--- config.mk ---
export PLATFORM = sky130hd
export DESIGN_NAME = seq_alu
export DESIGN_NICKNAME = d
export VERILOG_FILES = /design/src/rtl/seq_alu.sv
export SDC_FILE = /design/constraint.sdc
export NUM_CORES = 1
export LEC_CHECK = 0
export ABC_AREA = 1
export BUFFER_PORTS_ARGS = -buffer_cell sky130_fd_sc_hd__buf_2
export CAP_MARGIN = 25
export CORE_MARGIN = 2
export CORE_UTILIZATION = 55
export CTS_CLUSTER_SIZE = 8
export DETAILED_ROUTE_END_ITERATION = 10
export GPL_ROUTABILITY_DRIVEN = 1
export PLACE_DENSITY = 0.86
export RECOVER_POWER = 100
export SLEW_MARGIN = 30
export SYNTH_ARGS = -nofsm -noshare
export SYNTH_HDL_FRONTEND = slang
export SYNTH_SLANG_ARGS = --single-unit
--- constraint.sdc ---
create_clock -name clk -period 5.8 [get_ports clk]
set_clock_uncertainty 0.05 [all_clocks]
set_input_delay 0.58 -clock clk [delete_from_list [all_inputs] [get_ports clk]]
set_output_delay 0.58 -clock clk [all_outputs]
set_load 0.005 [all_outputs]
--- src/rtl/seq_alu.sv ---
// seq_alu: multi-cycle ALU for the MIPS datapath.
// Executes single-cycle logic/arithmetic ops, bit-serial shifts and a
// shift-add multiply behind a start/busy/done handshake. Result and flags
// are registered and held between done pulses.
//
// Ports:
//   clk, reset_n         clock, asynchronous active-low reset
//   start                request, sampled only in IDLE
//   control[3:0]         opcode (0 MOVE,1 ADD,2 AND,3 NOT,4 NOR,5 SUB,
//                        6 SLL,7 SRL,8 SRA,9 MUL, 10-15 illegal)
//   input0, input1       operands (input1 low bits give the shift amount)
//   busy                 operation in progress (excludes the done cycle)
//   done                 one-cycle completion pulse
//   result               registered result
//   zero, negative       result == 0, result MSB
//   carry, overflow      op-specific carry, signed overflow (ADD/SUB)
//   illegal              last completed opcode was undefined
module seq_alu #(
    parameter int WIDTH   = 8,
    parameter int SHAMT_W = $clog2(WIDTH)
) (
    input  logic             clk,
    input  logic             reset_n,
    input  logic             start,
    input  logic [3:0]       control,
    input  logic [WIDTH-1:0] input0,
    input  logic [WIDTH-1:0] input1,
    output logic             busy,
    output logic             done,
    output logic [WIDTH-1:0] result,
    output logic             zero,
    output logic             negative,
    output logic             carry,
    output logic             overflow,
    output logic             illegal
);

    localparam int CNT_W = $clog2(WIDTH + 1);

    localparam logic [3:0] OP_MOVE = 4'd0;
    localparam logic [3:0] OP_ADD  = 4'd1;
    localparam logic [3:0] OP_AND  = 4'd2;
    localparam logic [3:0] OP_NOT  = 4'd3;
    localparam logic [3:0] OP_NOR  = 4'd4;
    localparam logic [3:0] OP_SUB  = 4'd5;
    localparam logic [3:0] OP_SLL  = 4'd6;
    localparam logic [3:0] OP_SRL  = 4'd7;
    localparam logic [3:0] OP_SRA  = 4'd8;
    localparam logic [3:0] OP_MUL  = 4'd9;

    typedef enum logic [1:0] {IDLE, RUN, DONE} state_t;

    state_t             state;
    logic [3:0]         op_q;
    logic [WIDTH-1:0]   work;
    logic [WIDTH-1:0]   mcand;
    logic [2*WIDTH-1:0] acc;
    logic [CNT_W-1:0]   cnt;

    logic [SHAMT_W-1:0] n;
    assign n = input1[SHAMT_W-1:0];

    // Single-cycle evaluation straight from the operand inputs.
    logic [WIDTH:0]   sum_x, dif_x;
    logic [WIDTH-1:0] s_res;
    logic             s_c, s_v, s_ill, s_multi;

    always_comb begin
        sum_x   = {1'b0, input0} + {1'b0, input1};
        dif_x   = {1'b0, input0} - {1'b0, input1};
        s_res   = '0;
        s_c     = 1'b0;
        s_v     = 1'b0;
        s_ill   = 1'b0;
        s_multi = 1'b0;
        case (control)
            OP_MOVE: s_res = input0;
            OP_ADD: begin
                s_res = sum_x[WIDTH-1:0];
                s_c   = sum_x[WIDTH];
                s_v   = (input0[WIDTH-1] == input1[WIDTH-1]) &&
                        (sum_x[WIDTH-1] != input0[WIDTH-1]);
            end
            OP_AND:  s_res = input0 & input1;
            OP_NOT:  s_res = ~input0;
            OP_NOR:  s_res = ~(input0 | input1);
            OP_SUB: begin
                s_res = dif_x[WIDTH-1:0];
                s_c   = ~dif_x[WIDTH];          // no borrow
                s_v   = (input0[WIDTH-1] != input1[WIDTH-1]) &&
                        (dif_x[WIDTH-1] != input0[WIDTH-1]);
            end
            OP_SLL, OP_SRL, OP_SRA: begin
                s_res   = input0;               // used only when n == 0
                s_multi = (n != '0);
            end
            OP_MUL:  s_multi = 1'b1;
            default: s_ill = 1'b1;
        endcase
    end

    // One iteration of the serial shift / shift-add multiply.
    logic [WIDTH-1:0]   w_next;
    logic               w_out;
    logic [WIDTH:0]     part;
    logic [2*WIDTH-1:0] acc_next;
    logic               last;

    always_comb begin
        w_next = work;
        w_out  = 1'b0;
        case (op_q)
            OP_SLL: begin
                w_next = {work[WIDTH-2:0], 1'b0};
                w_out  = work[WIDTH-1];
            end
            OP_SRL: begin
                w_next = {1'b0, work[WIDTH-1:1]};
                w_out  = work[0];
            end
            default: begin
                w_next = {work[WIDTH-1], work[WIDTH-1:1]};
                w_out  = work[0];
            end
        endcase
        // acc = {partial product, remaining multiplier bits}; add the
        // multiplicand into the high half when the current bit is set, then
        // shift the whole accumulator right by one.
        part     = {1'b0, acc[2*WIDTH-1:WIDTH]} +
                   (acc[0] ? {1'b0, mcand} : '0);
        acc_next = {part, acc[WIDTH-1:1]};
    end

    assign last = (cnt == CNT_W'(1));

    always_ff @(posedge clk or negedge reset_n) begin
        if (!reset_n) begin
            state    <= IDLE;
            op_q     <= '0;
            work     <= '0;
            mcand    <= '0;
            acc      <= '0;
            cnt      <= '0;
            busy     <= 1'b0;
            done     <= 1'b0;
            result   <= '0;
            zero     <= 1'b0;
            negative <= 1'b0;
            carry    <= 1'b0;
            overflow <= 1'b0;
            illegal  <= 1'b0;
        end else begin
            case (state)
                IDLE: begin
                    if (start) begin
                        op_q  <= control;
                        work  <= input0;
                        mcand <= input0;
                        acc   <= {{WIDTH{1'b0}}, input1};
                        if (s_multi) begin
                            state <= RUN;
                            busy  <= 1'b1;
                            cnt   <= (control == OP_MUL) ? CNT_W'(WIDTH)
                                                         : CNT_W'(n);
                        end else begin
                            state    <= DONE;
                            done     <= 1'b1;
                            result   <= s_res;
                            zero     <= ~s_ill && (s_res == '0);
                            negative <= s_res[WIDTH-1];
                            carry    <= s_c;
                            overflow <= s_v;
                            illegal  <= s_ill;
                        end
                    end
                end
                RUN: begin
                    cnt  <= cnt - CNT_W'(1);
                    work <= w_next;
                    acc  <= acc_next;
                    // The final iteration writes its own result directly so
                    // done appears the cycle after the last shift.
                    if (last) begin
                        state    <= DONE;
                        busy     <= 1'b0;
                        done     <= 1'b1;
                        overflow <= 1'b0;
                        illegal  <= 1'b0;
                        if (op_q == OP_MUL) begin
                            result   <= acc_next[WIDTH-1:0];
                            zero     <= (acc_next[WIDTH-1:0] == '0);
                            negative <= acc_next[WIDTH-1];
                            carry    <= |acc_next[2*WIDTH-1:WIDTH];
                        end else begin
                            result   <= w_next;
                            zero     <= (w_next == '0);
                            negative <= w_next[WIDTH-1];
                            carry    <= w_out;
                        end
                    end
                end
                DONE: begin
                    done  <= 1'b0;
                    state <= IDLE;
                end
                default: state <= IDLE;
            endcase
        end
    end

endmodule

* After elaboration in Yosys (flattened, before gate mapping)
Index checks and enable logic that the tools add are counted.
** Word-level totals
- Input bits :: 23
- Flip-flop bits (word level) :: 57
- Output and inout bits :: 15
** Cells by class
- $add $sub $neg :: 4
- Bitwise operators :: 5
- Reductions and logical operators :: 22
- Equality and inequality tests :: 23
- Multiplexer cells :: 54
** Operator list (count)
- $mux 8 :: 6
- $pmux 8 s2 :: 3
- $pmux 8 s6 :: 1
- $pmux 16 s2 :: 1
- $eq 4x3->1 const B :: 6
- $logic_not 8->1 :: 3
- $mux 1 :: 24
- $add 8x8->9 :: 2
- $pmux 1 s2 :: 9
- $mux 16 :: 1
- $not 8->8 :: 2
- $eq 4x4->1 const B :: 3
- $mux 4 :: 3
- $reduce_and 4->1 :: 3
- $reduce_or 10->1 :: 1
- $sub 8x8->9 :: 1
- $and 8x8->8 :: 1
- $eq 4x1->1 const B :: 2
- $eq 4x2->1 const B :: 2
- $ne 2x2->1 const B :: 4
- $or 8x8->8 :: 1
- $pmux 4 s2 :: 1
- $reduce_or 8->1 :: 1
- $mux 2 :: 3
- 17 further kinds :: 24

* Depth between registers and ports, before layout
Gate-level depths: netlist of the first run.
- Word-level depth :: 8
- Depth in mapped cells :: 14

* Worst setup path after synthesis of the first run
Ideal clock, no wire load.
- Kind :: flip-flop to flip-flop
- From :: reg acc[0]
- To :: reg carry
- Stages on the path, launching flop included :: 14
- Library setup time :: 0.119 ns
- Arrival :: 2.050 ns
- Path slack :: 3.581 ns
- Path through :: dfrtp_1 clkbuf_1 nand2_1 inv_1 ha_1 inv_1 fa_1 o21ai_0 xnor2_1 nand3_1 nor2_1 nand4_1 nand2_1 nand2_1
** On the way
- Word-level cells in the longest chain between the ends :: 6
** Ends and longest elaborated chain
- start: declaration :: RTL line 57 : logic [2*WIDTH-1:0] acc;
- start signal: assignment :: RTL line 159 : acc <= {{WIDTH{1'b0}}, input1};
- start signal: assignment :: RTL line 180 : acc <= acc_next;
- $mux 8 :: RTL line 130 : (acc[0] ? {1'b0, mcand} : '0);
- $add 8x8->9 :: RTL line 129 : part = {1'b0, acc[2*WIDTH-1:WIDTH]} +
- $reduce_or 8->1 :: RTL line 193 : carry <= |acc_next[2*WIDTH-1:WIDTH];
- $mux 1 :: RTL line 189 : if (op_q == OP_MUL) begin
- $mux 1 :: RTL line 183 : if (last) begin
- $pmux 1 s2 :: RTL line 153 : case (state)
- end signal: assignment :: RTL line 193
- end signal: assignment :: RTL line 198 : carry <= w_out;
- end: declaration :: RTL line 33 : output logic carry,
Every way passes these cells. The select of a mux whose other input is x is not followed.
A chain may end at the register's enable or synchronous reset.

* Worst setup path in the final report of the first run
- From :: reg state[1]
- To :: reg work[2]
** On the way
- Word-level cells in the longest chain between the ends :: 3
** Ends and longest elaborated chain
- start: declaration :: RTL line 53 : state_t state;
- start signal: assignment :: RTL line 138 : state <= IDLE;
- start signal: assignment :: RTL line 161 : state <= RUN;
- start signal: assignment :: RTL line 166 : state <= DONE;
- $eq 2x1->1 or $logic_not 2->1 (tied branches) :: RTL line 153
- $reduce_bool 2->1 (no line) or $ne 2x2->1 (tied branches)
- $reduce_and 2->1 (no line)
- end signal: assignment :: RTL line 157 : work <= input0;
- end signal: assignment :: RTL line 179 : work <= w_next;
- end: declaration :: RTL line 55 : logic [WIDTH-1:0] work;
Parallel ways exist; a longest one is shown, timed or not.

==> summary.md, run 1 <==
| Metric | Value |
|---|---|
| Status | finished with violations |
| Failing checks | capacitance limit, slew limit |
| Clock slew seen by the registers of the worst setup and hold paths | 110 ps |
| Cell Area, Synth | 0.00452 mm2 |
| Setup bufs post-CTS | 0 |
| P_sw | 1.05 mW |
| Synth Area in XOR/XNOR | 2.13% |
| Unrepaired setup endpoints after global routing | no |
| Port-buffer cells | 37 |
| Routed vias | 4,623 |
| Worst min-delay path class | reg -> reg |
| Post-Synth Adder-Cell Area | 11.6% |
| CP max-delay cell | nor2_1 |
| Synth-to-layout area growth | 6.73% |
| Mapped Nets | 724 |
| Post-DP HPWL | 10.2 mm |
| Die area | 0.00896 mm2 |
| Worst Path Arrival | 4040 ps |
| Final setup viols | 0 |
| Syn Area/Cell | 6.84 um2 |
| Inst Count DP | 787 |
| Core footprint | 0.00809 mm2 |
| Leakage | 2.55 nW |
| Startpoint types | flip-flop |
| Ys async rst share | 100% |
| Hold_buf cts | 0 |
| Largest family of logic cells by synthesized area | simple AND/OR/NAND/NOR gates |
| H-tree Lvls | 2 |
| GR Overflow Total | 0 |
| Clock sink total | 56 |
| Vias in the first global route | 4,394 |
| Yosys reg bits | 56 |
| Post-synth EDFFs | 0 |
| Cts repair resizes | 0 |
| DRC viols | 0 |
| Initial antenna violation count | 0 |
| Max Root-Sink Buffers | 2 |
| Post-DRT Antenna Nets | 0 |
| Slew HR | -99.4% |
| Final wirelength | 13.1 mm |
| I/O Pins | 38 |
| Yosys warns | 0 |
| Clock power share | 11.3% |
| TritonCTS Buffers | 5 |
| Crit-path max FO | 25 |
| Worst path max stage delay | 1130 ps |
| Peak supply drop | 0.198 mV |
| CP endpoint kind | flip-flop |
| Post-synthesis cell type count | 41 |
| Initial core utilization | 55.8% |
| Antenna fix cells | 0 |
| Synth Area in Compound Gates | 15.2% |
| Sw Share | 49.7% |
| Hold Fails Final Rpt | 0 |
| Initial drt markers | 373 |
| Mux cell area share after synthesis | 0% |
| Fin. max-slew vios | 57 |
| Synth Flop Type | dfrtp_1 |
| Most frequent cells in the layout | 190 x nand2_1, 77 x inv_1, 63 x nor2_1, 60 x o21ai_0, 56 x dfrtp_1 |
| Layout cell share with drive strength beyond 1 | 7.54% |
| Row cnt | 33 |
| First-pass GRT wire length | 21.3 mm |
| Final setup margin | 1930 ps |
| Comb pwr share | 55.3% |
| Worst Path Class, Setup | reg -> reg |
| Cell Int Power | 1.06 mW |
| Dpl ws | 2770 ps |
| Post-route insts no fill | 795 |
| Synth Instances | 661 |
| Crit-path cells | inv_1, ha_1, nor2_1, nor2_1, inv_1, a21oi_1, o21ai_0, o21a_1 |
| Post-route setup TNS | 0 ps |
| Gpl congestion | 0.956 |
| Tmin final | 3870 ps |
| Total routing usage reported by global routing | 30.5% |
| Period utilisation layout | 66.7% |
| DR WL/cell | 16.4 um |
| DR pass1 iterations | 6 |
| DIE HEIGHT | 94.6 um |
| Largest net degree at the start of global routing | 57 |
| Max-Cap Viols | 1 |
| Nets | 752 |
| CTS tree | yes |
| Reg power frac | 33.5% |
| FMAX | 0.258 GHz |
| Die W | 94.6 um |
| Root Driver | clkbuf_8 |
| Detailed-route vias per instance | 5.82 |
| Power Dens Cells | 438 mW/mm2 |
| Simple-Gate Fraction of Synth Area | 31.1% |
| WP data required | 5970 ps |
| Worst-skew pair later-pin latency | 320 ps |
| Slew @ Worst Pin | 2990 ps |
| Commonest non-fill, non-tap cell in the layout | nand2_1 |
| Seq/Total Area, Yosys | 31.0% |
[registers in the layout (all words and copies together), names as in the netlist, 2 cells and up]
signal	flops
op_q	4
cnt	4
work	8
state	2
mcand	8
acc	16
result	8
[synthesized netlist by cell type, types with 3 or more instances]
| cell | number | area share [%] |
|---|---|---|
| nand2_1 | 188 | 16 |
| inv_1 | 75 | 6.2 |
| nor2_1 | 62 | 5.1 |
| o21ai_0 | 59 | 6.5 |
| dfrtp_1 | 56 | 31 |
| nand3_1 | 51 | 5.6 |
| ha_1 | 37 | 10 |
| a21oi_1 | 27 | 3.0 |
| clkbuf_1 | 10 | 0.83 |
| inv_2 | 10 | 0.83 |
| nand4_1 | 8 | 1.1 |
| o211ai_1 | 8 | 1.3 |
| xnor2_1 | 6 | 1.2 |
| a31oi_1 | 5 | 0.69 |
| buf_2 | 5 | 0.55 |
| xor2_1 | 5 | 0.97 |
| nand2_2 | 4 | 0.55 |
| fa_1 | 3 | 1.3 |
| nor2_2 | 3 | 0.42 |
| nor3_1 | 3 | 0.33 |
| o21a_1 | 3 | 0.50 |
| o21ai_1 | 3 | 0.33 |
| o21bai_1 | 3 | 0.50 |
| o221ai_1 | 3 | 0.58 |
| o22ai_1 | 3 | 0.42 |
[area by class of cell]
type / instances / area [um2]
clock buffers: 6 / 82.6
flip-flops and latches: 56 / 1400
well taps: 105 / 131
clock inverters: 2 / 13.8
fillers: 799 / 3270
repair buffers: 38 / 175
inverters: 87 / 327
multi-input cells: 501 / 2690
[cells by family (layout without fill, tap and decap cells)]
kind of cell | Yosys count | in the layout
simple gates | 329 | 329
compound gates | 121 | 121
buf+inv | 104 | 133
flops | 56 | 56
fa+ha+maj | 40 | 40
xor+xnor | 11 | 11
[routing by layer]
layer / up-vias / global-route usage [%] / routed length (um) / part of all wire, %
li1: 2201 / - / - / -
met5: - / 0 / 0 / 0
met3: 41 / 3.43 / 848 / 6.5
met2: 212 / 51.4 / 6230 / 48
met4: 0 / 13.6 / 552 / 4.2
met1: 2169 / 39.5 / 5440 / 42
[final timing paths]
check                                           from              endpoint  slack [ps]  cells past startpoint
worst max register to register  state[1]$_DFFE_PN0P_   work[2]$_DFFE_PN0P_        1930                      8
worst min-delay path            mcand[5]$_DFFE_PN0P_  mcand[5]$_DFFE_PN0P_         450                      2
worst max-delay path            state[1]$_DFFE_PN0P_   work[2]$_DFFE_PN0P_        1930                      8
min in group asynchronous                    reset_n   acc[15]$_DFFE_PN0P_        1270                      2
max in group asynchronous                    reset_n    acc[5]$_DFFE_PN0P_        2750                      2
worst min register to register  mcand[5]$_DFFE_PN0P_  mcand[5]$_DFFE_PN0P_         450                      2
[worst max-delay path, delay by kind of cell (launching register included)]
family | cells | cell delay, ps
buf+inv | 2 | 770
flops | 1 | 410
simple gates | 2 | 1380
compound gates | 3 | 510
fa+ha+maj | 1 | 640
[power by group through the flow]
stage	Sequential, mW	Combinational (mW)	Clock (mW)
2_1_floorplan	0.673	0.888	0
3_3_place_gp	0.701	1.12	0
3_5_place_dp	0.709	1.17	0
4_1_cts	0.701	1.18	0.235
5_1_grt	0.727	1.32	0.248
6_report	0.706	1.17	0.238
[per-stage QoR]
| step | hold slack (ps) | area [um2] | power, mW | util [%] |
|---|---|---|---|---|
| 3_3_place_gp | 412 | 4760 | 1.82 | 58.8 |
| 4_1_cts | 370 | 4860 | 2.11 | 60.0 |
| 5_1_grt | 482 | 4820 | 2.30 | 59.6 |
| 6_report | 447 | 4820 | 2.11 | 59.6 |
| 3_5_place_dp | 427 | 4760 | 1.87 | 58.8 |
| 2_1_floorplan | 234 | 4520 | 1.56 | - |
No activity file was read; power rests on OpenSTA's default activity.
==> run 2: changes to the inputs <==
- clock period: 5.8 -> 3.85 ns (I/O delays scaled with it)
==> run 2 against run 1 <==
Compared with the run above: total power rose by 50%; critical path depth fell by 1; largest cell class unchanged; worst setup slack got worse by 1100 ps; sequential share of layout area barely moved; count of clock-buffer cells in the layout rose by 1; highest routed layer unchanged; via count rose by 0.69%; the flow now finishes without violations; sequential power rose by 52%; core utilization rose by 0.093 points; combinational power rose by 50%.
==> summary.md, run 2 (same netlist as run 1, synthesis figures left out) <==
| Metric | Value |
|---|---|
| FMAX | 0.334 GHz (was 0.258 GHz) |
| Most common cell on crit path | nor2_1 |
| Worst Path Class, Setup | reg -> reg (unchanged) |
| Max-Cap Viols | 0 (was 1) |
| Commonest non-fill, non-tap cell in the layout | nand2_1 (unchanged) |
| Final wirelength | 13.2 mm (was 13.1 mm) |
| Hold Fails Final Rpt | 0 (unchanged) |
| Clock sink total | 56 (unchanged) |
| Largest register FFs | 16 (unchanged) |
| Worst min-delay path class | in -> async (was reg -> reg) |
| Port-buffer cells | 37 (unchanged) |
| Total routing usage reported by global routing | 30.6% (was 30.5%) |
| Final setup viols | 0 (unchanged) |
| Max Root-Sink Buffers | 2 (unchanged) |
| I/O Pins | 38 (unchanged) |
| CP endpoint kind | flip-flop (unchanged) |
| Worst reg-to-reg path cell count | 7 (was 8) |
| Peak supply drop | 0.251 mV (was 0.198 mV) |
| Power Dens Cells | 658 mW/mm2 (was 438 mW/mm2) |
| DR pass1 iterations | 5 (was 6) |
| Crit-path max FO | 22 (was 25) |
| WP buf/inv | 2 (unchanged) |
| Synth-to-layout area growth | 6.89% (was 6.73%) |
| First-pass GRT wire length | 21.3 mm (about the same) |
| Worst Path Arrival | 3190 ps (was 4040 ps) |
| Unrepaired setup endpoints after global routing | no (unchanged) |
| Leakage | 2.55 nW (about the same) |
| Final setup margin | 855 ps (was 1930 ps) |
| GR Overflow Total | 0 (unchanged) |
| DRC viols | 0 (unchanged) |
| CTS tree | yes (unchanged) |
| Inst Count DP | 789 (was 787) |
| Post-route setup TNS | 0 ps (unchanged) |
| Vias in the first global route | 4,382 (was 4,394) |
| Detailed-route vias per instance | 5.84 (was 5.82) |
| Crit-path cells | inv_1, ha_1, nor2_1, nor2_1, clkbuf_1, o211ai_1, o21ai_0 (was inv_1, ha_1, nor2_1, nor2_1, inv_1, a21oi_1, o21ai_0, o21a_1) |
| CP max-delay cell | ha_1 (was nor2_1) |
| Largest net degree at the start of global routing | 57 (unchanged) |
| Routed vias | 4,655 (was 4,623) |
| Top reg by flops | acc (unchanged) |
| Cts repair resizes | 0 (unchanged) |
| Hold WS | 142 ps (was 447 ps) |
| Cell count along the critical path | 7 (was 8) |
| Family with the most delay on the worst path | buffers and inverters (was simple AND/OR/NAND/NOR gates) |
| Startpoint types | flip-flop (unchanged) |
| Post-DP HPWL | 10.4 mm (was 10.2 mm) |
| Status | completed (was finished with violations) |
| Worst path max stage delay | 670 ps (was 1130 ps) |
| Post-DRT Antenna Nets | 0 (unchanged) |
| Row cnt | 33 (unchanged) |
| Core footprint | 0.00809 mm2 (unchanged) |
| Slew HR | 27.9% (was -99.4%) |
| Fin. max-slew vios | 0 (was 57) |
| Gpl congestion | 1.04 (was 0.956) |
| H-tree Lvls | 2 (unchanged) |
| CP startpoint | state[1]$_DFFE_PN0P_ (unchanged) |
| Initial core utilization | 55.8% (unchanged) |
| Nets | 754 (was 752) |
| Layout cell share with drive strength beyond 1 | 7.66% (was 7.54%) |
| Period utilisation layout | 77.8% (was 66.7%) |
| DR WL/cell | 16.6 um (was 16.4 um) |
| Antenna fix cells | 0 (unchanged) |
| WP data required | 4040 ps (was 5970 ps) |
| Hold_buf cts | 0 (unchanged) |
| Setup crit end | work[1]$_DFFE_PN0P_ (was work[2]$_DFFE_PN0P_) |
| Initial drt markers | 480 (was 373) |
| Post-route insts no fill | 797 (was 795) |
| Root Driver | clkbuf_8 (unchanged) |
| DIE HEIGHT | 94.6 um (unchanged) |
| Most frequent cells in the layout | 190 x nand2_1, 77 x inv_1, 63 x nor2_1, 60 x o21ai_0, 56 x dfrtp_1 (unchanged) |
| Initial antenna violation count | 0 (unchanged) |
| Clock slew seen by the registers of the worst setup and hold paths | 110 ps (about the same) |
| Worst reg2reg path endpoint | work[1]$_DFFE_PN0P_ (was work[2]$_DFFE_PN0P_) |
| Slew @ Worst Pin | 1080 ps (was 2990 ps) |
| FF-to-FF setup slack | 860 ps (was 1930 ps) |
| Die area | 0.00896 mm2 (unchanged) |
| Die W | 94.6 um (unchanged) |
| Setup bufs post-CTS | 0 (unchanged) |
| Dpl ws | 1300 ps (was 2770 ps) |
| Tmin final | 2990 ps (was 3870 ps) |
| TritonCTS Buffers | 5 (unchanged) |
| R2r startpoint | state[1]$_DFFE_PN0P_ (unchanged) |
| Worst-skew pair later-pin latency | 320 ps (about the same) |
==> run 2: final cells by class <==
type | count | area (um2)
repair buffers | 40 | 189
well taps | 105 | 131
clock inverters | 1 | 7.51
inverters | 87 | 327
multi-input cells | 501 | 2690
clock buffers | 7 | 86.3
fillers | 801 | 3260
flip-flops and latches | 56 | 1400
==> run 2: how the worst min path moves through the flow <==
stage,cells after the start,start,endpoint
6_report,2,reset_n,acc[12]$_DFFE_PN0P_
5_1_grt,2,reset_n,acc[12]$_DFFE_PN0P_
4_1_cts,2,reset_n,acc[12]$_DFFE_PN0P_
3_5_place_dp,2,mcand[7]$_DFFE_PN0P_,mcand[7]$_DFFE_PN0P_
3_3_place_gp,2,mcand[4]$_DFFE_PN0P_,mcand[4]$_DFFE_PN0P_
2_1_floorplan,0,reset_n,acc[0]$_DFFE_PN0P_
==> run 2: report_power, final <==
part	leakage, nW	internal, mW	switching (mW)
clock	0.0445	0.147	0.196
combinational	1.81	0.591	1.17
sequential	0.699	0.866	0.205
total	2.55	1.60	1.57
==> run 2: stage by stage <==
| stage | power (mW) | cell area (um2) | utilization (%) |
|---|---|---|---|
| floorplan | 2.35 | 4520 | - |
| global placement | 2.79 | 4780 | 59.0 |
| detailed placement | 2.85 | 4780 | 59.0 |
| CTS | 3.20 | 4870 | 60.2 |
| global route | 3.45 | 4830 | 59.7 |
| finish | 3.18 | 4830 | 59.7 |
==> run 2: metal layers <==
layer  routed length, um  GRT usage (%)
met1                5330           40.3
met3                1060           3.27
met2                6310           50.8
met4                 541           13.9
met5                   0              0
